[config.mk]
export PLATFORM = sky130hd
export DESIGN_NAME = id_ex_operand_stage_flat
export DESIGN_NICKNAME = d
export VERILOG_FILES = /design/src/rtl/id_ex_operand_stage_if.sv /design/src/rtl/id_ex_operand_stage.sv /design/src/flat_wrapper.sv
export SDC_FILE = /design/constraint.sdc
export NUM_CORES = 1
export LEC_CHECK = 0
export ABC_AREA = 0
export ABC_CLOCK_PERIOD_IN_PS = 2500
export CELL_PAD_IN_SITES_DETAIL_PLACEMENT = 1
export CELL_PAD_IN_SITES_GLOBAL_PLACEMENT = 1
export CORE_UTILIZATION = 23
export CTS_CLUSTER_DIAMETER = 60
export DETAILED_ROUTE_END_ITERATION = 16
export PLACE_DENSITY = 0.87
export SYNTH_ARGS = -nofsm -noshare
export SYNTH_HDL_FRONTEND = slang
export SYNTH_SLANG_ARGS = --single-unit
[constraint.sdc]
create_clock -name clk -period 2.5 [get_ports clk]
set_input_delay 0.75 -clock clk [delete_from_list [all_inputs] [get_ports clk]]
set_output_delay 0.75 -clock clk [all_outputs]
set_load 0.02 [all_outputs]
[src/rtl/id_ex_operand_stage_if.sv]
`default_nettype none
// ============================================================================
//  Module      : id_ex_operand_stage_if
//  Description : Bundle of ID-side inputs and EX-side registered outputs of
//                the ID/EX operand stage.
//                slave  : the operand stage (consumes ID/EX/MEM signals,
//                         drives Op1_EX/Op2_EX/Valid_EX/Stall_ID)
//                master : the surrounding pipeline (the opposite direction)
//  Ports       : RN1/RN2, RD1/RD2, Reg_Forwarding1/2, Valid_ID, RN1_EX,
//                MemRead_EX, ALU_Result_EX, R0_Result_EX, Mem_Data_MEM, Flush
//                -> stage; Op1_EX/Op2_EX, Valid_EX, Stall_ID <- stage
//  Revision    : 1.0  initial release
// ============================================================================
interface id_ex_operand_stage_if #(
    parameter int DATA_WIDTH                = 16,
    parameter int REGISTER_NUMBER_BIT_WIDTH = 4
);
    logic [REGISTER_NUMBER_BIT_WIDTH-1:0] RN1;
    logic [REGISTER_NUMBER_BIT_WIDTH-1:0] RN2;
    logic [DATA_WIDTH-1:0]                RD1;
    logic [DATA_WIDTH-1:0]                RD2;
    logic [1:0]                           Reg_Forwarding1;
    logic [1:0]                           Reg_Forwarding2;
    logic                                 Valid_ID;
    logic [REGISTER_NUMBER_BIT_WIDTH-1:0] RN1_EX;
    logic                                 MemRead_EX;
    logic [DATA_WIDTH-1:0]                ALU_Result_EX;
    logic [DATA_WIDTH-1:0]                R0_Result_EX;
    logic [DATA_WIDTH-1:0]                Mem_Data_MEM;
    logic                                 Flush;
    logic [DATA_WIDTH-1:0]                Op1_EX;
    logic [DATA_WIDTH-1:0]                Op2_EX;
    logic                                 Valid_EX;
    logic                                 Stall_ID;

    modport slave (
        input  RN1, RN2, RD1, RD2, Reg_Forwarding1, Reg_Forwarding2,
        input  Valid_ID, RN1_EX, MemRead_EX, ALU_Result_EX, R0_Result_EX,
        input  Mem_Data_MEM, Flush,
        output Op1_EX, Op2_EX, Valid_EX, Stall_ID
    );

    modport master (
        output RN1, RN2, RD1, RD2, Reg_Forwarding1, Reg_Forwarding2,
        output Valid_ID, RN1_EX, MemRead_EX, ALU_Result_EX, R0_Result_EX,
        output Mem_Data_MEM, Flush,
        input  Op1_EX, Op2_EX, Valid_EX, Stall_ID
    );
endinterface
`default_nettype wire

[src/rtl/id_ex_operand_stage.sv]
`default_nettype none
// ============================================================================
//  Module      : id_ex_operand_stage
//  Description : ID/EX pipeline register with operand forwarding mux and
//                load-use hazard handling. A load in EX whose destination
//                matches an ID source stalls ID for one cycle, inserts one
//                bubble, and then feeds Mem_Data_MEM to the matching
//                operand(s). Flush squashes the ID instruction in any state.
//  Ports       : clk, rst (synchronous, active high)
//                bus  : id_ex_operand_stage_if.slave (see interface header)
//  Config      : FWD_R0_EN defined   -> select 10 forwards R0_Result_EX
//                FWD_R0_EN undefined -> select 10 behaves as 00 (RDn)
//  Revision    : 1.0  initial release
// ============================================================================
module id_ex_operand_stage #(
    parameter int DATA_WIDTH                = 16,
    parameter int REGISTER_NUMBER_BIT_WIDTH = 4
) (
    input  wire logic               clk,
    input  wire logic               rst,
    id_ex_operand_stage_if.slave    bus
);

    localparam logic [0:0] c_ST_IDLE     = 1'b0;
    localparam logic [0:0] c_ST_LU_STALL = 1'b1;

    logic [0:0]                           r_state;
    logic [0:0]                           w_state_nxt;
    logic                                 r_match1;
    logic                                 r_match2;
    logic [REGISTER_NUMBER_BIT_WIDTH-1:0] r_load_dest;
    logic [DATA_WIDTH-1:0]                r_op1;
    logic [DATA_WIDTH-1:0]                r_op2;
    logic                                 r_valid;

    logic                                 w_hazard;
    logic                                 w_stall;
    logic                                 w_capture;
    logic                                 w_nxt_valid;
    logic [DATA_WIDTH-1:0]                w_nxt_op1;
    logic [DATA_WIDTH-1:0]                w_nxt_op2;
    logic [1:0]                           w_sel1;
    logic [1:0]                           w_sel2;
    logic [DATA_WIDTH-1:0]                w_fwd1;
    logic [DATA_WIDTH-1:0]                w_fwd2;
    logic                                 w_match1;
    logic                                 w_match2;

    // Forwarding mux: 01 -> EX ALU result, 10 -> EX R0 result, else regfile.
    function automatic logic [DATA_WIDTH-1:0] f_select(
        input logic [1:0]            sel,
        input logic [DATA_WIDTH-1:0] rd,
        input logic [DATA_WIDTH-1:0] alu,
        input logic [DATA_WIDTH-1:0] r0
    );
        logic [DATA_WIDTH-1:0] v;
        case (sel)
            2'b01:   v = alu;
            2'b10:   v = r0;
            default: v = rd;
        endcase
        return v;
    endfunction

`ifdef FWD_R0_EN
    assign w_sel1 = bus.Reg_Forwarding1;
    assign w_sel2 = bus.Reg_Forwarding2;
`else
    // Without R0 forwarding, code 10 falls back to the register file value.
    assign w_sel1 = (bus.Reg_Forwarding1 == 2'b10) ? 2'b00 : bus.Reg_Forwarding1;
    assign w_sel2 = (bus.Reg_Forwarding2 == 2'b10) ? 2'b00 : bus.Reg_Forwarding2;
`endif

    assign w_fwd1 = f_select(w_sel1, bus.RD1, bus.ALU_Result_EX, bus.R0_Result_EX);
    assign w_fwd2 = f_select(w_sel2, bus.RD2, bus.ALU_Result_EX, bus.R0_Result_EX);

    assign w_match1 = (bus.RN1 == bus.RN1_EX);
    assign w_match2 = (bus.RN2 == bus.RN1_EX);

    // Gating on IDLE prevents a second stall for the instruction that was
    // just held, so a load-use always costs exactly one bubble.
    assign w_hazard = bus.Valid_ID & bus.MemRead_EX & (r_state == c_ST_IDLE)
                    & (w_match1 | w_match2);

    // ------------------------------------------------------------------
    // FSM: state register
    // ------------------------------------------------------------------
    always_ff @(posedge clk) begin
        if (rst) begin
            r_state <= c_ST_IDLE;
        end else begin
            r_state <= w_state_nxt;
        end
    end

    // ------------------------------------------------------------------
    // FSM: next state
    // ------------------------------------------------------------------
    always_comb begin
        w_state_nxt = c_ST_IDLE;
        if (!bus.Flush && w_hazard) begin
            w_state_nxt = c_ST_LU_STALL;
        end
    end

    // ------------------------------------------------------------------
    // FSM: outputs and next pipeline-register values
    // ------------------------------------------------------------------
    always_comb begin
        w_stall     = 1'b0;
        w_capture   = 1'b0;
        w_nxt_valid = 1'b0;
        w_nxt_op1   = '0;
        w_nxt_op2   = '0;
        if (bus.Flush) begin
            // Bubble: everything stays at its zero default.
        end else if (w_hazard) begin
            w_stall   = 1'b1;
            w_capture = 1'b1;
        end else if (r_state == c_ST_LU_STALL) begin
            w_nxt_valid = bus.Valid_ID;
            if (bus.Valid_ID) begin
                // Loaded data outranks whatever the forwarding unit chose.
                w_nxt_op1 = r_match1 ? bus.Mem_Data_MEM : w_fwd1;
                w_nxt_op2 = r_match2 ? bus.Mem_Data_MEM : w_fwd2;
            end
        end else begin
            w_nxt_valid = bus.Valid_ID;
            if (bus.Valid_ID) begin
                w_nxt_op1 = w_fwd1;
                w_nxt_op2 = w_fwd2;
            end
        end
    end

    // ------------------------------------------------------------------
    // Pipeline and hazard-tracking registers
    // ------------------------------------------------------------------
    always_ff @(posedge clk) begin
        if (rst) begin
            r_op1       <= '0;
            r_op2       <= '0;
            r_valid     <= 1'b0;
            r_match1    <= 1'b0;
            r_match2    <= 1'b0;
            r_load_dest <= '0;
        end else begin
            r_op1   <= w_nxt_op1;
            r_op2   <= w_nxt_op2;
            r_valid <= w_nxt_valid;
            if (w_capture) begin
                r_match1    <= w_match1;
                r_match2    <= w_match2;
                r_load_dest <= bus.RN1_EX;
            end else begin
                r_match1 <= 1'b0;
                r_match2 <= 1'b0;
            end
        end
    end

    // The captured load destination is kept for observability only; the
    // per-operand match bits already carry the comparison result.
    logic w_unused_sink;
    assign w_unused_sink = ^r_load_dest;

    assign bus.Op1_EX   = r_op1;
    assign bus.Op2_EX   = r_op2;
    assign bus.Valid_EX = r_valid;
    assign bus.Stall_ID = w_stall;

endmodule
`default_nettype wire

[src/flat_wrapper.sv]
// flat-port wrapper written by rule: the top's interface ports become plain ports
module id_ex_operand_stage_flat 
#(
    parameter int DATA_WIDTH                = 16,
    parameter int REGISTER_NUMBER_BIT_WIDTH = 4
)
  (clk, rst, bus_RN1, bus_RN2, bus_RD1, bus_RD2, bus_Reg_Forwarding1, bus_Reg_Forwarding2, bus_Valid_ID, bus_RN1_EX, bus_MemRead_EX, bus_ALU_Result_EX, bus_R0_Result_EX, bus_Mem_Data_MEM, bus_Flush, bus_Op1_EX, bus_Op2_EX, bus_Valid_EX, bus_Stall_ID);
  id_ex_operand_stage_if #(.DATA_WIDTH(DATA_WIDTH), .REGISTER_NUMBER_BIT_WIDTH(REGISTER_NUMBER_BIT_WIDTH)) bus_i ();
  input  wire logic clk;
  input  wire logic rst;
  input wire logic [$bits(bus_i.RN1)-1:0] bus_RN1;
  input wire logic [$bits(bus_i.RN2)-1:0] bus_RN2;
  input wire logic [$bits(bus_i.RD1)-1:0] bus_RD1;
  input wire logic [$bits(bus_i.RD2)-1:0] bus_RD2;
  input wire logic [$bits(bus_i.Reg_Forwarding1)-1:0] bus_Reg_Forwarding1;
  input wire logic [$bits(bus_i.Reg_Forwarding2)-1:0] bus_Reg_Forwarding2;
  input wire logic [$bits(bus_i.Valid_ID)-1:0] bus_Valid_ID;
  input wire logic [$bits(bus_i.RN1_EX)-1:0] bus_RN1_EX;
  input wire logic [$bits(bus_i.MemRead_EX)-1:0] bus_MemRead_EX;
  input wire logic [$bits(bus_i.ALU_Result_EX)-1:0] bus_ALU_Result_EX;
  input wire logic [$bits(bus_i.R0_Result_EX)-1:0] bus_R0_Result_EX;
  input wire logic [$bits(bus_i.Mem_Data_MEM)-1:0] bus_Mem_Data_MEM;
  input wire logic [$bits(bus_i.Flush)-1:0] bus_Flush;
  output wire logic [$bits(bus_i.Op1_EX)-1:0] bus_Op1_EX;
  output wire logic [$bits(bus_i.Op2_EX)-1:0] bus_Op2_EX;
  output wire logic [$bits(bus_i.Valid_EX)-1:0] bus_Valid_EX;
  output wire logic [$bits(bus_i.Stall_ID)-1:0] bus_Stall_ID;
  assign bus_i.RN1 = bus_RN1;
  assign bus_i.RN2 = bus_RN2;
  assign bus_i.RD1 = bus_RD1;
  assign bus_i.RD2 = bus_RD2;
  assign bus_i.Reg_Forwarding1 = bus_Reg_Forwarding1;
  assign bus_i.Reg_Forwarding2 = bus_Reg_Forwarding2;
  assign bus_i.Valid_ID = bus_Valid_ID;
  assign bus_i.RN1_EX = bus_RN1_EX;
  assign bus_i.MemRead_EX = bus_MemRead_EX;
  assign bus_i.ALU_Result_EX = bus_ALU_Result_EX;
  assign bus_i.R0_Result_EX = bus_R0_Result_EX;
  assign bus_i.Mem_Data_MEM = bus_Mem_Data_MEM;
  assign bus_i.Flush = bus_Flush;
  assign bus_Op1_EX = bus_i.Op1_EX;
  assign bus_Op2_EX = bus_i.Op2_EX;
  assign bus_Valid_EX = bus_i.Valid_EX;
  assign bus_Stall_ID = bus_i.Stall_ID;
  id_ex_operand_stage #(.DATA_WIDTH(DATA_WIDTH), .REGISTER_NUMBER_BIT_WIDTH(REGISTER_NUMBER_BIT_WIDTH)) u_core (.clk(clk), .rst(rst), .bus(bus_i));
endmodule
======== After elaboration in Yosys (flattened, before gate mapping) ========
Cells that the tools add are included.
operators by class
  bitwise operators ....................... 6
  muxes and demuxes ....................... 15
  equal/unequal tests ..................... 8
  reduce and logical (&&, ||, !) cells .... 4
operators with widths
  kind                                                                   count
  16-bit two-way mux                                                     8
  16-bit one-hot mux with 2 select lines                                 2
  2-bit equality test, second input constant                             4
  4-bit equality test                                                    2
  2-bit by 1-bit equality test with 1-bit output, second input constant  2
  2-bit two-way mux                                                      2
  1-bit bitwise AND                                                      3
  1-bit two-way mux                                                      3
  3-bit OR reduction                                                     1
  1-bit NOT                                                              2
  2-bit OR reduction                                                     1
  1-bit logical AND                                                      1
  1-bit zero test                                                        1
  1-bit bitwise OR                                                       1
word-level totals
  register bits after elaboration ......... 36
  output and inout port bits .............. 34

======== Depth between registers and ports, before layout ========
Gate-level depths: netlist of the first run.
  depth after elaboration ................. 7
  depth in mapped cells ................... 5
  depth with buffers taken out ............ 4

======== Worst setup path before layout of the first run ========
Ideal clock, no wire load.
  path kind ............................... input to output
  start ................................... input port bus_RN1_EX[0]
  end ..................................... output port bus_Stall_ID
  arrival time ............................ 1.703 ns
  required time ........................... 1.750 ns
  buffers on the path ..................... 0
  setup slack ............................. 0.047 ns
  stages on the path ...................... 4
  cells stage by stage .................... xnor2_1 nand4_1 a21oi_4 nor2b_1
on the way
  cells in the longest elaborated chain, start to end .. 5
RTL lines
  what                                    RTL line                                              text
  from (decl)                             flat_wrapper.sv:18                                    input wire logic [$bits(bus_i.RN1_EX)-1:0] bus_RN1_EX;
  4-bit equality test (on tied branches)  id_ex_operand_stage.sv:77, id_ex_operand_stage.sv:78
  1-bit bitwise OR *                      id_ex_operand_stage.sv:83                             & (w_match1 | w_match2);
  1-bit bitwise AND *                     id_ex_operand_stage.sv:83
  1-bit two-way mux *                     id_ex_operand_stage.sv:117                            end else if (w_hazard) begin
  1-bit two-way mux *                     id_ex_operand_stage.sv:115                            if (bus.Flush) begin
  to (decl)                               flat_wrapper.sv:27                                    output wire logic [$bits(bus_i.Stall_ID)-1:0] bus_Stall_ID;
Every way passes the cells marked *; elsewhere a longest branch is shown, timed or not.

======== Final worst setup path of the first run ========
Same ends and word-level chain as after synthesis.

==> impl_metrics.env, run 1 <==
export IMPL_cts_sinks=36
export IMPL_regArea_um2=720.7
export IMPL_finalWirelength_mm=6.238
export IMPL_core_area_mm2=0.007253
export IMPL_cts_buffers=5
export IMPL_diodes=0
export IMPL_clockRootBuffer="clkbuf_8"
export IMPL_power_mw=1.438
export IMPL_drc=0
export IMPL_crit_fanout=2
export IMPL_grt_overflow=0
export IMPL_die_h_um=88.46
export IMPL_fp_row_count=31
export IMPL_drv_cap=0
export IMPL_vdd_drop_max_mv=0.1720
export IMPL_fin_crit_sh_pct=98.08
export IMPL_layout_common_cells="clkdlybuf4s50_1, dfxtp_1, mux2i_1, o21ai_0, a211oi_1"
export IMPL_ys_seq_area_share_pct=41.92
export IMPL_antenna_found_initial=0
export IMPL_hold_violations=0
export IMPL_synth_area_mm2=0.001719
export IMPL_synth_cells=172
export IMPL_place_gp_congestion=0.6657
export IMPL_htree_levels=2
export IMPL_postSynth_asyncResetShare_pct=0
export IMPL_cts_tree="built"
export IMPL_clk_pin_slew_worst_paths_ps=70
export IMPL_power_density_mw_per_mm2=443.8
export IMPL_worstPathArrival_ps=1700
export IMPL_p_leak_nw=1.154
export IMPL_critical_path_cell_chain="buf_6 -> xnor2_4 -> nand4_1 -> a21oi_4 -> nor2b_1 -> buf_4"
export IMPL_port_buffers=118
export IMPL_ys_ff_latch=36
export IMPL_start_kind="primary input"
export IMPL_hpwlAfterDp_mm=4.477
export IMPL_grt_pass1_wl_mm=9.404
export IMPL_grt_pass1_vias=1902
export IMPL_insertion_delay_ps=290
export IMPL_critical_path_class="primary input to output pin"
export IMPL_synth_edf_count=0
export IMPL_multi_input_area_um2=958.4
export IMPL_cp_buffers_inverters=2
export IMPL_crit_path_top_delay_cell="a21oi_4"
export IMPL_drtIter0Drc=41
export IMPL_ys_warnings_count=0
export IMPL_grt_util_all_layers_pct=15.96
export IMPL_finalWorstSetupSlack_ps=48.00
export IMPL_drtAntennaViolNets=0
export IMPL_setup_viol=0
export IMPL_synth_distinct_cells=17
export IMPL_cp_end_kind="output pin"
export IMPL_clockBufferDepth=2
export IMPL_syn_area_per_cell_um2=9.995
export IMPL_tightest_slew_ps=499.2
export IMPL_critPathTopFamily="simple AND/OR/NAND/NOR gates"
export IMPL_dieArea_mm2=0.007824
export IMPL_layout_commonest_cell="clkdlybuf4s50_1"
export IMPL_die_w_um=88.46
export IMPL_fin_crit_ps=2452
export IMPL_grt_max_degree=35
export IMPL_synth_nets=273
export IMPL_layout_drive_gt1_share_pct=16.83
export IMPL_drv_slew=0
export IMPL_crit_path_max_incr_delay_ps=200
export IMPL_drt_pass1_iter_count=3
export IMPL_ios=135
export IMPL_initial_core_util_pct=23.70
export IMPL_skew_ps=9.440
export IMPL_ctsHoldBuffers=0
export IMPL_hp_class="register to register"
export IMPL_fmax_mhz=407.8
export IMPL_worst_slew_margin_rel_pct=66.64
export IMPL_yosys_most_used_dff="dfxtp_1"
export IMPL_preCtsSetupSlack_ps=-806.8
export IMPL_vias_per_cell=4.592
export IMPL_routedWlPerCell_um=15.52
export IMPL_vias=1846
export IMPL_cp_required_ps=1750
export IMPL_fin_nets=403
export IMPL_synthToLayoutAreaGrowth_pct=88.50
export IMPL_status="finished, final reports clean"
export IMPL_n_fill_cell=808
worst reg2reg max path: stages (launching register included):
cell	delay, ps
dfxtp_1	340
nand3b_1	240
buf_4	180
buf_4	120
buf_4	120
buf_4	120
buf_4	120
buf_4	120
buf_4	120
buf_4	120
buf_4	120
nand2b_1	160
nor2_1	120
state kept, by name, indices dropped and copies added, names as in the netlist:
name                 cells
u_core.bus.Op1_EX       16
u_core.bus.Op2_EX       16
u_core.bus.Valid_EX      1
u_core.r_match1          1
u_core.r_match2          1
u_core.r_state           1
synthesized netlist by cell type (3+ instances only):
| cell type | count | area [µm²] |
|---|---|---|
| nor2_1 | 3 | 11.26 |
| buf_2 | 3 | 15.01 |
| nor2b_1 | 4 | 25.02 |
| xnor2_1 | 8 | 70.07 |
| mux2i_1 | 32 | 320.3 |
| o21ai_0 | 32 | 160.2 |
| a211oi_1 | 32 | 240.2 |
| clkbuf_1 | 6 | 22.52 |
| dfxtp_1 | 36 | 720.7 |
| buf_6 | 5 | 56.30 |
cells by family after synthesis:
family,synth area share [%]
AOI/OAI and AO/OA,24.24
xor gates and xnor gates,4.076
buffers and inverters,6.331
DFF,41.92
muxes,18.63
and+or+nand+nor,4.804
path summary, 6_finish.rpt:
kind	from	end	slack, ps	cells after the start
hold / removal	u_core.r_match1	u_core.bus.Op1_EX[6]	820	2
hold reg to reg	u_core.r_match1	u_core.bus.Op1_EX[6]	820	2
setup / recovery	bus_RN1_EX[0]	bus_Stall_ID	50	6
setup reg to reg	u_core.r_state	u_core.r_match2	440	12
report_power, final:
| group | total [mW] | switching [mW] | internal, mW |
|---|---|---|---|
| Combinational | 0.336 | 0.124 | 0.212 |
| Sequential | 0.595 | 0.00472 | 0.590 |
| Clock | 0.508 | 0.211 | 0.296 |
| Total | 1.44 | 0.340 | 1.10 |
cell type report:
type / count / area share [%]
Tap cell: 99 / 3.822
Sequential cell: 36 / 22.24
Multi-Input combinational cell: 120 / 29.58
Clock buffer: 6 / 2.239
Timing Repair Buffer: 139 / 41.04
Clock inverter: 2 / 1.081
timing repair:
item,4_1_cts,5_1_grt
gates resized for setup,55,12
buffers inserted,12,2
pin swaps,12,6
endpoints found under the setup margin,1,1
layer usage:
metal  track usage (%)  up-vias  routed length, µm
met3             3.265        6                313
met4             4.985        0                 50
li1                  -      901                  -
met5                 0        -                  0
met1             18.50      870               2596
met2             29.30       69               3278
stage by stage:
step | hold WS (ps) | util (%) | cells | setup TNS (ps) | instance area (µm²)
global route | 891.1 | 44.68 | 402 | -3.756 | 3241
global placement | 746.4 | 41.50 | 380 | -767.1 | 3010
CTS | 850.0 | 43.90 | 400 | 0 | 3184
floorplan | 601.5 | - | 172 | 0 | 1719
finish | 822.9 | 44.68 | 402 | 0 | 3241
detailed placement | 787.7 | 41.50 | 380 | -806.8 | 3010
Note: power is estimated with default switching activity, not from simulation.
==> run 2, diff against run 1 <==
--- a/config.mk
+++ b/config.mk
@@ -12,6 +12,7 @@
 export CORE_UTILIZATION = 23
 export CTS_CLUSTER_DIAMETER = 60
 export DETAILED_ROUTE_END_ITERATION = 16
+export GPL_ROUTABILITY_DRIVEN = 0
 export PLACE_DENSITY = 0.87
 export SYNTH_ARGS = -nofsm -noshare
 export SYNTH_HDL_FRONTEND = slang
==> results of run 2 <==
No change in the layout: final DEF, timing and power equal those of run 1.
